`src/rtl/pix_fifo_pkg.sv`:
```
// Shared constants for the pixel FIFO: default geometry and depth helper.
package pix_fifo_pkg;

  localparam int W_DEF = 16;  // pixel word width
  localparam int N_DEF = 8;   // address width

  // Number of words addressed by an n-bit pointer.
  function automatic int depth_of(input int n);
    return 32'sd1 << n;
  endfunction

  localparam int DEPTH_DEF = depth_of(N_DEF);

endpackage

```
`src/rtl/pix_fifo_ram.sv`:
```
// Simple dual-port 2^N x W memory: one synchronous write port and one
// registered read port with read-before-write behaviour (iCE40 SB_RAM style).
module pix_fifo_ram #(
  parameter int W = 16,
  parameter int N = 8
) (
  input  logic         clk_i,
  input  logic         we_i,
  input  logic [N-1:0] waddr_i,
  input  logic [W-1:0] wdata_i,
  input  logic [N-1:0] raddr_i,
  output logic [W-1:0] rdata_o
);

  logic [W-1:0] mem_q [0:(1<<N)-1];
  logic [W-1:0] rdata_q;

  // Storage write and registered read; a same-address read returns the old word.
  always_ff @(posedge clk_i) begin
    if (we_i) begin
      mem_q[waddr_i] <= wdata_i;
    end
    rdata_q <= mem_q[raddr_i];
  end

  assign rdata_o = rdata_q;

endmodule

```
`src/rtl/pix_fifo.sv`:
```
// First-word-fall-through pixel FIFO. Every word lives in the RAM; the head
// word is presented either from the RAM read register or, when the head slot
// is written on the same edge it becomes head, from a one-cycle bypass register.
module pix_fifo
  import pix_fifo_pkg::*;
#(
  parameter int W = W_DEF,
  parameter int N = N_DEF
) (
  input  logic         clk,
  input  logic         rst,
  output logic         rst_done,
  input  logic         w_trigger,
  input  logic [W-1:0] w_data,
  output logic         w_ready,
  input  logic         r_trigger,
  output logic         r_ready,
  output logic [W-1:0] r_data
);

  localparam logic [N:0]   FULL_CNT = (N+1)'(depth_of(N));
  localparam logic [N:0]   ZERO_CNT = (N+1)'(0);
  localparam logic [N:0]   CNT_ONE  = (N+1)'(1);
  localparam logic [N-1:0] PTR_ONE  = N'(1);

  logic [1:0]   rst_sync_q;
  logic         rst_release;
  logic         rst_done_q;
  logic [N-1:0] wr_ptr_q, wr_ptr_d;
  logic [N-1:0] rd_ptr_q, rd_ptr_d;
  logic [N:0]   count_q, count_d;
  logic         byp_sel_q, byp_sel_d;
  logic [W-1:0] byp_data_q, byp_data_d;
  logic [W-1:0] ram_rdata;
  logic         wr_en;
  logic         rd_en;

  // Reset synchronizer: set at once by rst, cleared two edges after rst falls.
  always_ff @(posedge clk or posedge rst) begin
    if (rst) begin
      rst_sync_q <= 2'b11;
    end else begin
      rst_sync_q <= {rst_sync_q[0], 1'b0};
    end
  end

  // High only on the edge where the synchronized reset releases.
  assign rst_release = rst_sync_q[1] & ~rst_sync_q[0];

  // Session marker: flips once per completed reset, deliberately untouched by rst.
  always_ff @(posedge clk) begin
    if (rst_release) begin
      rst_done_q <= ~rst_done_q;
    end else begin
      rst_done_q <= rst_done_q;
    end
  end

  assign rst_done = rst_done_q;
  assign w_ready  = ~rst_sync_q[1] & (count_q != FULL_CNT);
  assign r_ready  = (count_q != ZERO_CNT);
  assign wr_en    = w_trigger & w_ready;
  assign rd_en    = r_trigger & r_ready;

  // Next pointers, occupancy and head-bypass selection.
  always_comb begin
    wr_ptr_d   = wr_ptr_q;
    rd_ptr_d   = rd_ptr_q;
    count_d    = count_q;
    byp_sel_d  = 1'b0;
    byp_data_d = byp_data_q;
    if (wr_en) begin
      wr_ptr_d = wr_ptr_q + PTR_ONE;
    end else begin
      wr_ptr_d = wr_ptr_q;
    end
    if (rd_en) begin
      rd_ptr_d = rd_ptr_q + PTR_ONE;
    end else begin
      rd_ptr_d = rd_ptr_q;
    end
    case ({wr_en, rd_en})
      2'b10:   count_d = count_q + CNT_ONE;
      2'b01:   count_d = count_q - CNT_ONE;
      default: count_d = count_q;
    endcase
    // The slot being written is the next head: the RAM read would see stale data.
    if (wr_en && (wr_ptr_q == rd_ptr_d)) begin
      byp_sel_d  = 1'b1;
      byp_data_d = w_data;
    end else begin
      byp_sel_d  = 1'b0;
      byp_data_d = byp_data_q;
    end
  end

  // FIFO state registers, cleared asynchronously so r_ready drops at once.
  always_ff @(posedge clk or posedge rst) begin
    if (rst) begin
      wr_ptr_q   <= {N{1'b0}};
      rd_ptr_q   <= {N{1'b0}};
      count_q    <= {(N+1){1'b0}};
      byp_sel_q  <= 1'b0;
      byp_data_q <= {W{1'b0}};
    end else begin
      wr_ptr_q   <= wr_ptr_d;
      rd_ptr_q   <= rd_ptr_d;
      count_q    <= count_d;
      byp_sel_q  <= byp_sel_d;
      byp_data_q <= byp_data_d;
    end
  end

  // The RAM prefetches the word that will be head after this edge.
  pix_fifo_ram #(
    .W(W),
    .N(N)
  ) u_ram (
    .clk_i   (clk),
    .we_i    (wr_en),
    .waddr_i (wr_ptr_q),
    .wdata_i (w_data),
    .raddr_i (rd_ptr_d),
    .rdata_o (ram_rdata)
  );

  assign r_data = r_ready ? (byp_sel_q ? byp_data_q : ram_rdata) : {W{1'b0}};

endmodule

```
`config.mk`:
```
export PLATFORM = sky130hd
export DESIGN_NAME = pix_fifo
export DESIGN_NICKNAME = d
export VERILOG_FILES = /design/src/rtl/pix_fifo_pkg.sv /design/src/rtl/pix_fifo_ram.sv /design/src/rtl/pix_fifo.sv
export SDC_FILE = /design/constraint.sdc
export NUM_CORES = 2
export LEC_CHECK = 0
export BUFFER_PORTS_ARGS = -buffer_cell sky130_fd_sc_hd__clkbuf_2
export CAP_MARGIN = 20
export CORE_MARGIN = 3
export CORE_UTILIZATION = 48
export CTS_BUF_LIST = sky130_fd_sc_hd__clkbuf_16
export DETAILED_ROUTE_END_ITERATION = 10
export PLACE_DENSITY = 0.67
export SLEW_MARGIN = 20
export SYNTH_ARGS = -nofsm -noshare
export SYNTH_HDL_FRONTEND = slang
export SYNTH_HIERARCHICAL = 1
export SYNTH_SLANG_ARGS = --single-unit
```
`constraint.sdc`:
```
create_clock -name clk -period 3.3 [get_ports clk]
set_clock_uncertainty 0.1 [all_clocks]
set_input_delay 0.66 -clock clk [delete_from_list [all_inputs] [get_ports clk]]
set_output_delay 0.66 -clock clk [all_outputs]
set_load 0.01 [all_outputs]
```
## After elaboration in Yosys (flattened, before gate mapping)

Memories as Yosys holds them, arrays and structs flattened. A register that Yosys moved wholly into a read port is not among the register bits.
Index checks and enable logic that the tools add are counted.

| word-level totals | value |
|---|---|
| memories | 1 |
| RAM bits | 4096 |
| bits of input ports | 20 |
| word-level logic and storage cells | 33 |
| flip-flop bits (word level) | 45 |

Memories:

| name | words | width | rd ports | clocked after Yosys merged registers in | wr ports | RTL line | text |
|---|---|---|---|---|---|---|---|
| u_ram.mem_q | 256 | 16 | 1 | 1 | 1 | pix_fifo_ram.sv:15 | `logic [W-1:0] mem_q [0:(1<<N)-1];` |

| cells by class | value |
|---|---|
| reductions and logical operators | 3 |
| bitwise logic cells | 7 |
| eq/ne operators | 4 |
| multiplexer cells | 7 |
| add/sub/neg operators | 4 |

Operators by type and width:

| cell | number |
|---|---|
| 16-bit two-way mux | 2 |
| 9-bit case mux with 2 select lines | 1 |
| 8-bit by 1-bit adder with 8-bit output, second input constant | 2 |
| 9-bit by 1-bit adder with 9-bit output, second input constant | 1 |
| 9-bit inequality test, second input constant | 1 |
| 9-bit nonzero test | 1 |
| 9-bit by 1-bit subtractor with 9-bit output, second input constant | 1 |
| 8-bit equality test | 1 |
| 8-bit two-way mux | 1 |
| 1-bit bitwise AND | 4 |
| 1-bit two-way mux | 3 |
| 1-bit NOT | 3 |
| 2-bit by 1-bit equality test with 1-bit output, second input constant | 1 |
| 2-bit equality test, second input constant | 1 |
| 2-bit nonzero test | 1 |
| 1-bit logical AND | 1 |

## Logic depth before layout (Yosys ltp)

| logic depth | value |
|---|---|
| depth after elaboration | 6 |
| depth in mapped cells | 16 |
| mapped depth without buffers | 13 |

## By module

The synthesis kept the hierarchy.

Modules (own cells, without submodules):

| module | times used | area an instance (µm²) | cells an instance | seq. area each (µm²) |
|---|---|---|---|---|
| pix_fifo_ram | 1 | 158714.7 | 7360 | 123318.3 |
| pix_fifo | 1 | 2567.5 | 225 | 1133.6 |

## Worst setup path before layout

OpenSTA, ideal clock, no wires.

| timing path | value |
|---|---|
| path type | flip-flop to flip-flop |
| start point | reg count_q[5] |
| end point | reg u_ram.rdata_q[4] (netlist: u_ram/rdata_o[4]) (read register of u_ram.mem_q) |
| data arrival time | 3.479 ns |
| slack | -0.406 ns |
| setup time | 0.127 ns |
| buffers on the path | 3 |
| cell stages (with the launch flop) | 12 |
| data required time | 3.073 ns |
| path through | dfrtp_1 or4_4 o31ai_4 xnor2_1 buf_6 buf_6 buf_2 mux4_2 mux4_2 a22o_1 o32ai_2 nor4_2 |

| on the way | value |
|---|---|
| longest elaborated chain between the ends | 3 |

Ends and longest elaborated chain:

| element | RTL line | text |
|---|---|---|
| start, declared | pix_fifo.sv:31 | `logic [N:0] count_q, count_d;` |
| start signal, assigned | pix_fifo.sv:102 | `count_q <= {(N+1){1'b0}};` |
| start signal, assigned | pix_fifo.sv:108 | `count_q <= count_d;` |
| 9-bit nonzero test | pix_fifo.sv:61 | `assign r_ready = (count_q != ZERO_CNT);` |
| 1-bit bitwise AND | pix_fifo.sv:63 | `assign rd_en = r_trigger & r_ready;` |
| 8-bit two-way mux | pix_fifo.sv:77 | `if (rd_en) begin` |
| net rd_ptr_d[0] | pix_fifo.sv:30 | `logic [N-1:0] rd_ptr_q, rd_ptr_d;` |
| end, declared | pix_fifo_ram.sv:16 | `logic [W-1:0] rdata_q;` |

The timed path passes the listed nets, and every way through them passes these cells.
A chain may end at the register's enable or synchronous reset.

## Worst setup path after layout

| timing path | value |
|---|---|
| start point | reg count_q[4] |
| end point | reg u_ram.rdata_q[12] (netlist: u_ram/rdata_o[12]) (read register of u_ram.mem_q) |

The elaborated chain is that of the path after synthesis.

==> results by group <==
Synthesis
  • Syn Nets: 7616
  • Post-synth EDFFs: 4097
  • Synth area leaders: edfxtp_1 (76%), mux4_2 (11%), mux2i_1 (3.6%)
  • Synth Register Bits: 4157
  • Syn Inst Count: 7585
  • Warnings from Yosys: 6
  • Synth area leader: edfxtp_1
  • Share of the synthesized area in the top cell type: 76.3%
  • Netlist cell types: 70
  • Average cell area after synthesis: 21.3 µm²
  • Top FF cell, synth: edfxtp_1
  • Post-Synthesis Cell Area: 161000 µm²
  • Async set-reset flop share out of synthesis: 1.06%
  • Post-synthesis sequential area ratio: 77.2%

Global route
  • Vias in the first global route: 83.7k
  • Global Route Usage Sum: 25.5%
  • Initial antenna violation count: 11
  • Most Crowded Layer GR: met2
  • Largest net degree at the start of global routing: 124
  • First-pass GRT wire length: 627000 µm
  • Met3 Usage GRT: 5.80%
  • Routing usage on met1: 36.1%
  • Gr ovfl total: 0
  • Met2 usage: 39.4%

Power
  • PwrDens: 901 nW/µm²
  • Pleak: 63.2 nW
  • Maximum VDD drop: 0.850 mV

Routing
  • Antenna Nets Post-Route: 0
  • Vias: 84.8k
  • DR vias/cell: 6.31
  • Routed len/inst: 32.8 µm
  • Total Wirelength: 441000 µm
  • DRT iter0 DRCs: 11.8k
  • Pre-Repair DR Iteration Count: 7
  • Post-route DRC: 0

Placement
  • Port bufs: 38
  • Global placer's final weighted congestion: 0.941
  • Placed cell areas: 175000 µm²
  • Detail Placement HPWL: 265000 µm

Cells and area
  • Commonest non-fill, non-tap cells in the layout: edfxtp_1 (4097), mux4_2 (797), buf_4 (772)
  • Synthesis-to-layout area growth: 19.2%
  • Final nets: 8729
  • Ratio of cells with drive above 1 in the final layout: 32.7%
  • Final std cell area, no fill: 192000 µm²
  • Core Util, Final: 57.6%
  • Most common cell after layout, fill and taps aside: edfxtp_1

Die
  • I/O Pins: 39
  • Rows: 212
  • Die Wd: 586 µm
  • Die Y: 586 µm
  • Die ar.: 343000 µm²
  • Core Box Area: 334000 µm²
  • Initial Util: 48.3%

CTS
  • H-tree depth: 5
  • Clk slew on worst S/H paths: 0.06 ns
  • CTS tree: built
  • Num CTS Buffers: 412
  • CTS max path bufs: 4
  • Clk_lat worst skew: 0.99 ns
  • Root buffer cell: clkbuf_16
  • Clock Sinks: 4157

Outcome
  • Failing checks: negative setup slack
  • Status: finished, violations left

STA
  • Post-route setup slack: -1.14 ns
  • Slew Viols, Final: 0
  • Worst slew pin tran: 1.15 ns
  • Min Tclk post-route: 4.44 ns
  • Final Cycle Share: 135%
  • RSZ-0062 raised after global routing: true
  • FMAX: 225 MHz
  • Final setup fails: 54
  • Hold Violations, Final: 0
  • Rel. slew slack: 23.5%

Setup path
  • Critical Path RT: 4.05 ns
  • Setup CP Type: reg2reg
  • Critical path fanouts, max: 7
  • Arr. time, crit path: 5.19 ns
  • Critical path launch point type: flop
  • Worst setup EP type: flop

Job
  • Max-cap violations: 0

Worst hold path
  • Worst min path class: in2reg
==> path summary, 6_finish.rpt <==
check,startpoint,to,depth (start not counted),slack (ns)
max in group asynchronous,rst,byp_data_q[14],4,1.94
max,count_q[4],u_ram/rdata_o[12],13,-1.14
max reg2reg,count_q[4],u_ram/rdata_o[12],13,-1.14
min in group asynchronous,rst,byp_data_q[3],3,0.37
min reg2reg,rst_sync_q[0],rst_sync_q[1],0,0.27
min,w_data[8],u_ram/mem_q[100][8],1,0.04
==> where the power goes <==
group / switching (W) / internal (W) / leakage [nW] / total (W)
logic: 0.0372 / 0.0316 / 19.0 / 0.0688
registers: 0.000333 / 0.0586 / 37.5 / 0.0589
clock network: 0.0199 / 0.0256 / 6.76 / 0.0455
==> routing by layer <==
metal  part of all wire (%)  up-vias
met5                 0.0091        -
met4                    3.7        6
met3                     11      699
met2                     47     4853
met1                     38    44824
li1                       -    34391
==> timing repair <==
item,in CTS,in global routing
hold buffers,5,0
endpoints found under the setup margin,55,54
gates resized for setup,364,121
cloned,27,11
buffers inserted,69,21
endpoints found under the hold margin,99,0
pin swaps,52,46
==> critical path: stages (launching register included) <==
cell and delay, ns:
dfrtp_1 0.40, or4_4 0.57, o31ai_4 0.27, buf_6 0.16
xnor2_4 0.18, buf_6 0.17, buf_12 0.16, buf_12 0.18
buf_4 0.17, mux4_2 0.51, mux4_2 0.54, a22o_4 0.35
o32ai_4 0.48, nor4_4 0.05
==> Yosys cell counts (16+ instances only) <==
library cell  instances
o22ai_1             148
o32ai_1              20
xnor2_1              22
o221ai_1            252
a21oi_1             181
o21ai_0              44
buf_1                27
dfxtp_1              16
o31ai_1              17
mux4_2              797
mux2_2               97
a22oi_1              43
nand3_1              40
mux2i_1             583
edfxtp_1           4097
nor4_1               17
nand2_1              47
buf_4                26
nor2_1              327
nand4_1              28
dfrtp_1              42
buf_2                76
a221oi_1             29
a22o_1               32
buf_6                77
a211oi_1             18
nor3_1               96
clkbuf_1            236
==> registers in the layout, summed over array words and instances (netlist names) <==
signal	cells
count_q	9
byp_sel_q	1
rst_sync_q	2
u_ram/mem_q	4096
rd_ptr_q	8
rst_done	1
u_ram/rdata_o	16
wr_ptr_q	8
byp_data_q	16
==> cells by family (layout without fill, tap and decap cells) <==
kind of cell	after synthesis	count (layout)	synth area share, %
buf+inv	470	1927	1.71
compound gates	810	810	3.58
xor+xnor	31	31	0.177
flops	4157	4157	77.2
simple gates	618	618	1.76
mux	1487	1487	15.5
fa+ha+maj	11	11	0.0900
other cells	1	8	0.00233
==> area by class of cell <==
class,count,area [µm²]
well taps,4387,5490
clock buffers,416,10400
diodes,7,17.5
clock inverters,342,2690
multi-input cells,2958,36100
flip-flops and latches,4157,124000
repair buffers,1158,13100
inverters,11,53.8
fillers,23501,142000
==> metrics by stage <==
step           std cells  TNS [ns]  power (W)  setup slack, ns  hold slack [ns]
4_1_cts            13401    -26.00      0.171            -1.08           0.0191
3_3_place_gp       12544    -52.68      0.120            -2.08            0.256
2_1_floorplan       7585    -40.82     0.0963           -0.280            0.254
6_report           13436    -31.89      0.173            -1.14           0.0432
5_1_grt            13432    -37.51      0.178            -1.25           0.0253
3_5_place_dp       12544    -40.19      0.120            -2.06            0.259
Power figures use the tool's default switching activity.
